## config.mk

```make
export PLATFORM = sky130hd
export DESIGN_NAME = matmul_adder_tree_pipe_flat
export DESIGN_NICKNAME = d
export VERILOG_FILES = /design/src/rtl/matmul_adder_tree_pipe_if.sv /design/src/rtl/matmul_adder_tree_pipe.sv /design/src/flat_wrapper.sv
export SDC_FILE = /design/constraint.sdc
export NUM_CORES = 2
export LEC_CHECK = 0
export ABC_AREA = 0
export CORE_AREA = 2 2 594 596
export CTS_CLUSTER_SIZE = 14
export DETAILED_ROUTE_END_ITERATION = 10
export DIE_AREA = 0 0 596 598
export SLEW_MARGIN = 40
export SYNTH_ARGS = -nofsm -noshare
export SYNTH_HDL_FRONTEND = slang
export SYNTH_SLANG_ARGS = --single-unit
```

## constraint.sdc

```tcl
create_clock -name clk -period 30.3 [get_ports clk]
set_input_delay 7.575 -clock clk [delete_from_list [all_inputs] [get_ports clk]]
set_output_delay 7.575 -clock clk [all_outputs]
set_load 0.01 [all_outputs]
```

## src/rtl/matmul_adder_tree_pipe_if.sv

```systemverilog
`default_nettype none
// ============================================================================
// Module   : matmul_adder_tree_pipe_if
// Summary  : Product-beat input and result output bundle for the adder tree.
// Revision : 1.0
// ============================================================================
interface matmul_adder_tree_pipe_if #(
  parameter int DIM_M     = 3,
  parameter int DIM_K     = 3,
  parameter int DIM_N     = 3,
  parameter int ACC_WIDTH = 16,
  parameter int OUT_WIDTH = 24
);
  logic                                                  in_valid;
  logic                                                  in_ready;
  logic [DIM_M*DIM_K-1:0][DIM_K*DIM_N-1:0][ACC_WIDTH-1:0] prod;
  logic                                                  in_last;
  logic                                                  accum_en;
  logic                                                  out_valid;
  logic                                                  out_ready;
  logic [DIM_M*DIM_N-1:0][OUT_WIDTH-1:0]                 mult;
  logic [DIM_M*DIM_N-1:0]                                sat_flag;
  logic [7:0]                                            beat_cnt;

  modport master (
    output in_valid, prod, in_last, accum_en, out_ready,
    input  in_ready, out_valid, mult, sat_flag, beat_cnt
  );

  modport slave (
    input  in_valid, prod, in_last, accum_en, out_ready,
    output in_ready, out_valid, mult, sat_flag, beat_cnt
  );
endinterface
`default_nettype wire

```

## src/rtl/matmul_adder_tree_pipe.sv

```systemverilog
`default_nettype none
// ============================================================================
// Module   : matmul_adder_tree_pipe
// Summary  : Pipelined adder-tree reduction of TLUT products to MxN dot
//            products, with K-tile accumulation and optional saturation.
// Revision : 1.0
// ============================================================================
module matmul_adder_tree_pipe #(
  parameter int DIM_M     = 3,
  parameter int DIM_K     = 3,
  parameter int DIM_N     = 3,
  parameter int ACC_WIDTH = 16,
  parameter int OUT_WIDTH = 24,
  parameter bit SAT_EN    = 1'b1
) (
  input  logic                     clk,
  input  logic                     rst_n,
  matmul_adder_tree_pipe_if.slave  bus
);

  localparam int c_dim_mn = DIM_M * DIM_N;
  localparam int c_k_log  = $clog2(DIM_K);
  localparam int c_tree_w = ACC_WIDTH + c_k_log;
  localparam int c_levels = (c_k_log < 1) ? 1 : c_k_log;
  localparam int c_sum_w  = ((OUT_WIDTH > c_tree_w) ? OUT_WIDTH : c_tree_w) + 1;

  // Operand count at tree level lvl (level 0 holds the DIM_K raw terms)
  function automatic int f_lvl_cnt(input int lvl);
    return (DIM_K + (1 << lvl) - 1) >> lvl;
  endfunction

  // Base index of level lvl (>= 1) inside the flattened node storage
  function automatic int f_lvl_off(input int lvl);
    int off;
    off = 0;
    for (int l = 1; l < lvl; l++) off += f_lvl_cnt(l);
    return off;
  endfunction

  localparam int c_nodes = f_lvl_off(c_levels + 1);
  localparam int c_root  = f_lvl_off(c_levels);

  localparam logic signed [OUT_WIDTH-1:0] c_out_max = {1'b0, {(OUT_WIDTH-1){1'b1}}};
  localparam logic signed [OUT_WIDTH-1:0] c_out_min = {1'b1, {(OUT_WIDTH-1){1'b0}}};
  localparam logic signed [c_sum_w-1:0]   c_sum_max = c_sum_w'(c_out_max);
  localparam logic signed [c_sum_w-1:0]   c_sum_min = c_sum_w'(c_out_min);

  logic w_en;
  logic w_accept;
  logic r_alive;

  logic [c_levels-1:0] r_vld;
  logic [c_levels-1:0] r_last;
  logic [c_levels-1:0] r_acc_en;

  logic signed [c_tree_w-1:0] w_term [c_dim_mn][DIM_K];
  logic signed [c_tree_w-1:0] r_node [c_dim_mn][c_nodes];

  logic signed [OUT_WIDTH-1:0]             r_acc [c_dim_mn];
  logic [c_dim_mn-1:0]                     r_sat_acc;
  logic [7:0]                              r_cnt;
  logic                                    r_fresh;
  logic                                    r_out_valid;
  logic [c_dim_mn-1:0][OUT_WIDTH-1:0]      r_mult;
  logic [c_dim_mn-1:0]                     r_sat_flag;
  logic [7:0]                              r_beat_cnt;

  logic signed [c_sum_w-1:0]   w_base [c_dim_mn];
  logic signed [c_sum_w-1:0]   w_add  [c_dim_mn];
  logic signed [c_sum_w-1:0]   w_sum  [c_dim_mn];
  logic signed [OUT_WIDTH-1:0] w_next [c_dim_mn];
  logic [c_dim_mn-1:0]         w_ovf;
  logic [c_dim_mn-1:0]         w_sat_next;
  logic [7:0]                  w_cnt_next;
  logic                        w_close;
  logic                        w_fire;

  // Off-diagonal product blocks carry no (i,k,j) term and are ignored
  logic w_unused_prod;
  assign w_unused_prod = ^bus.prod;

  assign w_en         = ~r_out_valid | bus.out_ready;
  assign bus.in_ready = r_alive & w_en;
  assign w_accept     = bus.in_valid & bus.in_ready;

  generate
    for (genvar i = 0; i < DIM_M; i++) begin : g_row
      for (genvar j = 0; j < DIM_N; j++) begin : g_col
        for (genvar k = 0; k < DIM_K; k++) begin : g_term
          assign w_term[i*DIM_N+j][k] =
            c_tree_w'($signed(bus.prod[i*DIM_K+k][k*DIM_N+j]));
        end
      end
    end
  endgenerate

  generate
    for (genvar l = 1; l <= c_levels; l++) begin : g_lvl
      localparam int c_cnt  = f_lvl_cnt(l);
      localparam int c_prev = f_lvl_cnt(l - 1);
      localparam int c_off  = f_lvl_off(l);
      for (genvar p = 0; p < c_cnt; p++) begin : g_node
        for (genvar e = 0; e < c_dim_mn; e++) begin : g_elem
          logic signed [c_tree_w-1:0] w_a;
          logic signed [c_tree_w-1:0] w_b;
          if (l == 1) begin : g_src_term
            assign w_a = w_term[e][2*p];
            if (2*p + 1 < c_prev) begin : g_pair
              assign w_b = w_term[e][2*p+1];
            end else begin : g_pass
              assign w_b = '0;
            end
          end else begin : g_src_node
            localparam int c_src = f_lvl_off(l - 1);
            assign w_a = r_node[e][c_src+2*p];
            if (2*p + 1 < c_prev) begin : g_pair
              assign w_b = r_node[e][c_src+2*p+1];
            end else begin : g_pass
              assign w_b = '0;
            end
          end

          always_ff @(posedge clk) begin
            if (w_en) r_node[e][c_off+p] <= w_a + w_b;
          end
        end
      end
    end
  endgenerate

  always_ff @(posedge clk or negedge rst_n) begin
    if (!rst_n) begin
      r_vld    <= '0;
      r_last   <= '0;
      r_acc_en <= '0;
      r_alive  <= 1'b0;
    end else begin
      r_alive <= 1'b1;
      if (w_en) begin
        r_vld[0]    <= w_accept;
        r_last[0]   <= bus.in_last;
        r_acc_en[0] <= bus.accum_en;
        for (int l = 1; l < c_levels; l++) begin
          r_vld[l]    <= r_vld[l-1];
          r_last[l]   <= r_last[l-1];
          r_acc_en[l] <= r_acc_en[l-1];
        end
      end
    end
  end

  assign w_close = r_last[c_levels-1] | ~r_acc_en[c_levels-1];
  assign w_fire  = w_en & r_vld[c_levels-1];

  // Sum is formed one bit wider than either operand so overflow is visible
  always_comb begin
    for (int e = 0; e < c_dim_mn; e++) begin
      w_base[e] = '0;
      if (!r_fresh) w_base[e] = c_sum_w'(r_acc[e]);
      w_add[e] = c_sum_w'(r_node[e][c_root]);
      w_sum[e] = w_base[e] + w_add[e];
      w_ovf[e] = (w_sum[e] > c_sum_max) || (w_sum[e] < c_sum_min);
      if (SAT_EN && w_ovf[e])
        w_next[e] = w_sum[e][c_sum_w-1] ? c_out_min : c_out_max;
      else
        w_next[e] = w_sum[e][OUT_WIDTH-1:0];
    end
    w_sat_next = r_fresh ? w_ovf : (r_sat_acc | w_ovf);
    if (r_fresh)
      w_cnt_next = 8'd1;
    else if (r_cnt == 8'hFF)
      w_cnt_next = 8'hFF;
    else
      w_cnt_next = r_cnt + 8'd1;
  end

  always_ff @(posedge clk or negedge rst_n) begin
    if (!rst_n) begin
      for (int e = 0; e < c_dim_mn; e++) r_acc[e] <= '0;
      r_sat_acc   <= '0;
      r_cnt       <= '0;
      r_fresh     <= 1'b1;
      r_out_valid <= 1'b0;
      r_mult      <= '0;
      r_sat_flag  <= '0;
      r_beat_cnt  <= '0;
    end else begin
      if (w_en) r_out_valid <= r_vld[c_levels-1] & w_close;
      if (w_fire) begin
        for (int e = 0; e < c_dim_mn; e++) r_acc[e] <= w_next[e];
        r_sat_acc <= w_sat_next;
        r_cnt     <= w_cnt_next;
        r_fresh   <= w_close;
        if (w_close) begin
          for (int e = 0; e < c_dim_mn; e++) r_mult[e] <= w_next[e];
          r_sat_flag <= w_sat_next;
          r_beat_cnt <= w_cnt_next;
        end
      end
    end
  end

  assign bus.out_valid = r_out_valid;
  assign bus.mult      = r_mult;
  assign bus.sat_flag  = r_sat_flag;
  assign bus.beat_cnt  = r_beat_cnt;

endmodule
`default_nettype wire

```

## src/flat_wrapper.sv

```systemverilog
// flat-port wrapper written by rule: the top's interface ports become plain ports
module matmul_adder_tree_pipe_flat 
#(
  parameter int DIM_M     = 3,
  parameter int DIM_K     = 3,
  parameter int DIM_N     = 3,
  parameter int ACC_WIDTH = 16,
  parameter int OUT_WIDTH = 24,
  parameter bit SAT_EN    = 1'b1
)
  (clk, rst_n, bus_in_valid, bus_prod, bus_in_last, bus_accum_en, bus_out_ready, bus_in_ready, bus_out_valid, bus_mult, bus_sat_flag, bus_beat_cnt);
  matmul_adder_tree_pipe_if #(.DIM_M(DIM_M), .DIM_K(DIM_K), .DIM_N(DIM_N), .ACC_WIDTH(ACC_WIDTH), .OUT_WIDTH(OUT_WIDTH)) bus_i ();
  input  logic clk;
  input  logic rst_n;
  input wire logic [$bits(bus_i.in_valid)-1:0] bus_in_valid;
  input wire logic [$bits(bus_i.prod)-1:0] bus_prod;
  input wire logic [$bits(bus_i.in_last)-1:0] bus_in_last;
  input wire logic [$bits(bus_i.accum_en)-1:0] bus_accum_en;
  input wire logic [$bits(bus_i.out_ready)-1:0] bus_out_ready;
  output wire logic [$bits(bus_i.in_ready)-1:0] bus_in_ready;
  output wire logic [$bits(bus_i.out_valid)-1:0] bus_out_valid;
  output wire logic [$bits(bus_i.mult)-1:0] bus_mult;
  output wire logic [$bits(bus_i.sat_flag)-1:0] bus_sat_flag;
  output wire logic [$bits(bus_i.beat_cnt)-1:0] bus_beat_cnt;
  assign bus_i.in_valid = bus_in_valid;
  assign bus_i.prod = bus_prod;
  assign bus_i.in_last = bus_in_last;
  assign bus_i.accum_en = bus_accum_en;
  assign bus_i.out_ready = bus_out_ready;
  assign bus_in_ready = bus_i.in_ready;
  assign bus_out_valid = bus_i.out_valid;
  assign bus_mult = bus_i.mult;
  assign bus_sat_flag = bus_i.sat_flag;
  assign bus_beat_cnt = bus_i.beat_cnt;
  matmul_adder_tree_pipe #(.DIM_M(DIM_M), .DIM_K(DIM_K), .DIM_N(DIM_N), .ACC_WIDTH(ACC_WIDTH), .OUT_WIDTH(OUT_WIDTH), .SAT_EN(SAT_EN)) u_core (.clk(clk), .rst_n(rst_n), .bus(bus_i));
endmodule
```

# Word level (Yosys, flattened, before mapping)
# Memories as Yosys holds them, arrays and structs flattened.
# Cells that the tools add are included.
[word_totals]
mem_bits_rw = 486
regBits = 475
n_memories = 1
input_bits = 1302
[classes]
magnitude_cmp = 18
bitwise = 9
eq_ne = 1
addsub = 28
n_reduce_logical = 10
n_mux = 32
[memory_table]
columns = ["name", "words", "word_bits", "read_ports", "rd_ports_with_merged_regs", "write_ports", "line_no", "source"]
rows = [
  ["u_core.r_node", 9, 54, 9, 0, 9, "matmul_adder_tree_pipe.sv:57", "logic signed [c_tree_w-1:0] r_node [c_dim_mn][c_nodes];"],
]
[op_table]
columns = ["operator", "count"]
rows = [
  ["24-bit two-way mux", 18],
  ["25-bit by 18-bit adder with 25-bit output", 9],
  ["25-bit by 24-bit > comparator with 1-bit output (second input constant)", 9],
  ["25-bit by 24-bit less-than comparator with 1-bit output (second input constant)", 9],
  ["25-bit two-way mux", 9],
  ["18-bit adder", 9],
  ["16-bit by 16-bit adder with 17-bit output", 9],
  ["8-bit two-way mux", 2],
  ["1-bit logical OR", 9],
  ["9-bit two-way mux", 1],
  ["9-bit OR", 1],
  ["8-bit by 1-bit adder with 8-bit output (second input constant)", 1],
  ["8-bit equality test (second input constant)", 1],
  ["1-bit AND", 4],
  ["1-bit two-way mux", 2],
  ["1-bit inverter", 2],
  ["1-bit OR", 2],
  ["2-bit AND reduction", 1],
]

# Depth between registers and ports, before layout
[depth]
ltp_word = 6
depth_mapped = 18
depth_no_buf = 14

# Least setup slack after synthesis
# Ideal clock, no wire load.
[synth_path]
path_type = "input-to-output"
from = "in bus_out_ready"
to = "out bus_in_ready"
n_path_buf = 1
t_required_ps = 22725
t_arrival_ps = 21400
stages = 3
path_slack_ps = 1325
path_cell_list = "nand2b_1 -> clkbuf_1 -> and2_1"
[synth_between]
elab_chain_cells = 2
[synth_lines]
columns = ["item", "line_no", "source"]
rows = [
  ["from (decl)", "flat_wrapper.sv:19", "input wire logic [$bits(bus_i.out_ready)-1:0] bus_out_ready;"],
  ["1-bit OR", "matmul_adder_tree_pipe.sv:82", "assign w_en = ~r_out_valid | bus.out_ready;"],
  ["1-bit AND", "matmul_adder_tree_pipe.sv:83", "assign bus.in_ready = r_alive & w_en;"],
  ["to (decl)", "flat_wrapper.sv:20", "output wire logic [$bits(bus_i.in_ready)-1:0] bus_in_ready;"],
]
# Every way passes these cells.

# Final worst setup path
# Ends and elaborated chain as after synthesis.

==> summary.md <==
| Metric | Value |
|---|---|
| Outcome | `completed` |
| Antenna-violating nets left | `0` |
| Post-cts resize count | `0` |
| Max Cap Violations | `0` |
| Vert. Die Dim | `598 um` |
| CTS tree | `yes` |
| First-pass GRT wire length | `278200 um` |
| Synthesized Nets | `7472` |
| Final cell count without fillers | `roughly 11000` |
| Crit end category | `primary output` |
| R2r endpoint | `u_core.bus.mult[145]` |
| Synth Area per Inst | `10.07 sq um` |
| Final nets | `about 8100` |
| Vias per cell | `about 4` |
| PwrDens | `about 120 nW/um^2` |
| FF+latch area | `25670 sq um` |
| CP Buf/Inv Count | `2` |
| CP top delay family | `buffers and inverters` |
| Worst R2R Path Depth | `13` |
| Hpwl dp | `152900 um` |
| Critical-path cell list | `clkdlybuf4s50_1 -> nand2b_4 -> and2_1 -> clkdlybuf4s50_1` |
| RePlAce Congestion | `0.8488` |
| Seq/Total Area, Yosys | `45.30%` |
| Tightest Hold Check Type | `reg2reg` |
| Max Clock Skew | `0.07510 ns` |
| Starting Density | `around 16%` |
| Crit path max fanout | `41` |
| Fin crit share | `between 50% and 60%` |
| Vias | `43480` |
| Number of global-route vias before repair | `around 42000` |
| Filler cells | `about 38000` |
| Synthesized cell area | `approximately 57000 sq um` |
| Critical path depth in cells | `4` |
| Setup TNS | `0 ns` |
| Syn Inst Count | `around 5600` |
| #FFs+latches synth | `934` |
| Clock sink count | `934` |
| Slowest stage delay, CP | `0.54 ns` |
| Synth async-reset ratio | `50.86%` |
| Crit path time final | `16.89 ns` |
| Die ar. | `356400 sq um` |
| Clk buf depth | `4` |
| Worst slew margin | `43.59%` |
| Worst Max-Slew Pin Slew | `0.8405 ns` |
| Worst Hold Launch | `u_core.r_acc[59]` |
| Clock latency at the later pin of the worst-skew pair | `about 0.86 ns` |
| Root buffer cell | `clkbuf_16` |
| Post-CTS Hold Fix Bufs | `0` |
| CP required | `22.73 ns` |
| DR iter-0 viols | `~2500` |
| Post-place setup slack | `13.33 ns` |
| CTS Buf Count | `117` |
| Crit-path slowest cell | `nand2b_4` |
| CTS H-tree lvls | `3` |
| Core area | `~350000 sq um` |
| R2R Setup Slk | `~25 ns` |
| Fin. Hold Viols | `0` |
| Leak Pwr | `0.02987 uW` |
| Initial antenna violation count | `50` |
| Yosys cell types | `~110` |
| Post-Layout Inst Area | `approximately 73000 sq um` |
| Port Buf Inserts | `between 600 and 700` |
| Number of setup buffers added after CTS | `0` |
| GRT overflow | `0` |
| Critical path arrival | `9.32 ns` |
| Critical Path End | `bus_in_ready` |
| Share of layout cells above drive strength 1 | `5.875%` |
| CP Class | `in2out` |
| Setup violations, final | `0` |
| CP most frequent cell | `clkdlybuf4s50_1` |
| Rows | `between 200 and 250` |
| R2R Path Start | `u_core.r_fresh` |
| IO Pins | `1537` |
| Fin. max-slew vios | `0` |
| Warnings from Yosys | `0` |
| Peak Freq | `between 50 and 60 MHz` |
| Placed cell areas | `68990 sq um` |
| Critical path origin | `bus_out_ready` |
| Overall routing resource usage | `roughly a tenth` |
| CTS clock-pin slew for the worst setup and hold paths | `0.06 ns` |
| Final WL | `~190000 um` |
| Final WS setup | `13.41 ns` |
| Synthesis-to-finish area growth | `29.07%` |
| DRT Pass-1 Iters | `6` |
| Largest net degree at the start of global routing | `115` |
| Peak supply drop | `about 0.062 mV` |
| Commonest cells after routing, fill and taps aside | `671 x clkdlybuf4s50_1, 530 x nand2_1, 514 x ha_1` |
| Core Util, Final | `20.85%` |
| Most common cell after layout, fill and taps aside | `clkdlybuf4s50_1` |
| Placed cells | `~11000` |
| WL/cell | `17.50 um` |
| DRC violations left | `0` |
| RSZ-0062 raised after global routing | `no` |
| Die W | `596 um` |
| Area of the multi-input gates | `29450 sq um` |
| Startpoint types | `input pin` |
| Ys flop type | `dfrtp_1` |
| Post-synth EDFFs | `459` |
## per-layer routing
| metal | global-route usage, % | routed length, um | up-vias |
|---|---|---|---|
| met5 | 0 | 173 | - |
| met4 | 3.195 | 5588 | 32 |
| met3 | 3.939 | 17800 | 233 |
| met2 | 16.64 | 85370 | 973 |
| met1 | 13.14 | 84170 | 20540 |
| li1 | - | - | 21710 |
## logic make-up after synthesis
group | Yosys count | share of synthesized area (%)
AND/OR/NAND/NOR | 1705 | 14.42
AO/OA/AOI/OAI | 1549 | 17.30
flip-flops | 934 | 45.30
adder cells (fa/ha/maj) | 579 | 12.98
buffers and inverters | 421 | 2.915
XOR/XNOR | 390 | 6.088
multiplexers | 50 | 0.9826
other | 1 | 0.006618
## worst min-delay path: stages, from the launching register on
cell and delay (ns):
dfrtp_1 0.33, nand2_1 0.05, o31ai_1 0.05
## Yosys cell counts, types with 43 or more instances
cell	count	share of area [%]
a21oi_1	463	4.1
o31ai_1	62	0.82
o21a_1	45	0.60
xor2_1	88	1.4
ha_1	514	11
edfxtp_1	459	24
dfrtp_1	474	21
nand3_1	91	0.80
nor3_1	108	0.95
nor2b_1	287	3.2
o21ai_0	418	3.7
clkbuf_1	129	0.85
nor2_1	389	2.6
mux2_2	45	0.89
nand2_1	532	3.5
a21o_1	139	1.8
and2_1	43	0.47
inv_1	259	1.7
xnor2_1	299	4.6
and3_1	54	0.60
nand2b_1	52	0.57
or3_1	55	0.61
## registers in the layout (all words and copies together), names as in the netlist, 8 cells and up
register / count
u_core.bus.sat_flag: 9
u_core.r_node: 459
u_core.bus.mult: 216
u_core.r_cnt: 8
u_core.r_sat_acc: 9
u_core.bus.beat_cnt: 8
u_core.r_acc: 216
## where the power goes
part,internal [uW],switching [uW]
registers,1950,294
logic,1960,2890
clock network,863,600
## worst min-delay path by stage
stage                              to  slack, ns  depth (start not counted)
floorplan           u_core.r_acc[127]       0.44                          2
global placement     u_core.r_acc[58]       0.45                          2
detailed placement   u_core.r_acc[59]       0.46                          2
CTS                  u_core.r_acc[32]       0.47                          2
global route         u_core.r_acc[24]       0.48                          2
finish               u_core.r_acc[59]       0.47                          2
## layout make-up
| class | count | area share, % |
|---|---|---|
| multi-input cells | 4274 | 40.27 |
| flip-flops and latches | 934 | 35.11 |
| repair buffers | 716 | 9.823 |
| well taps | 4620 | 7.904 |
| clock buffers | 158 | 4.653 |
| inverters | 259 | 1.329 |
| clock inverters | 59 | 0.8708 |
| diodes | 14 | 0.04790 |
## per-stage QoR
stage / total power (uW) / hold WS [ns]
floorplan: 5545 / 0.4379
global placement: 7122 / 0.4517
detailed placement: 7171 / 0.4574
CTS: 8699 / 0.4713
global route: 9288 / 0.4842
finish: 8557 / 0.4670
Note: power is estimated with default switching activity, not from simulation.
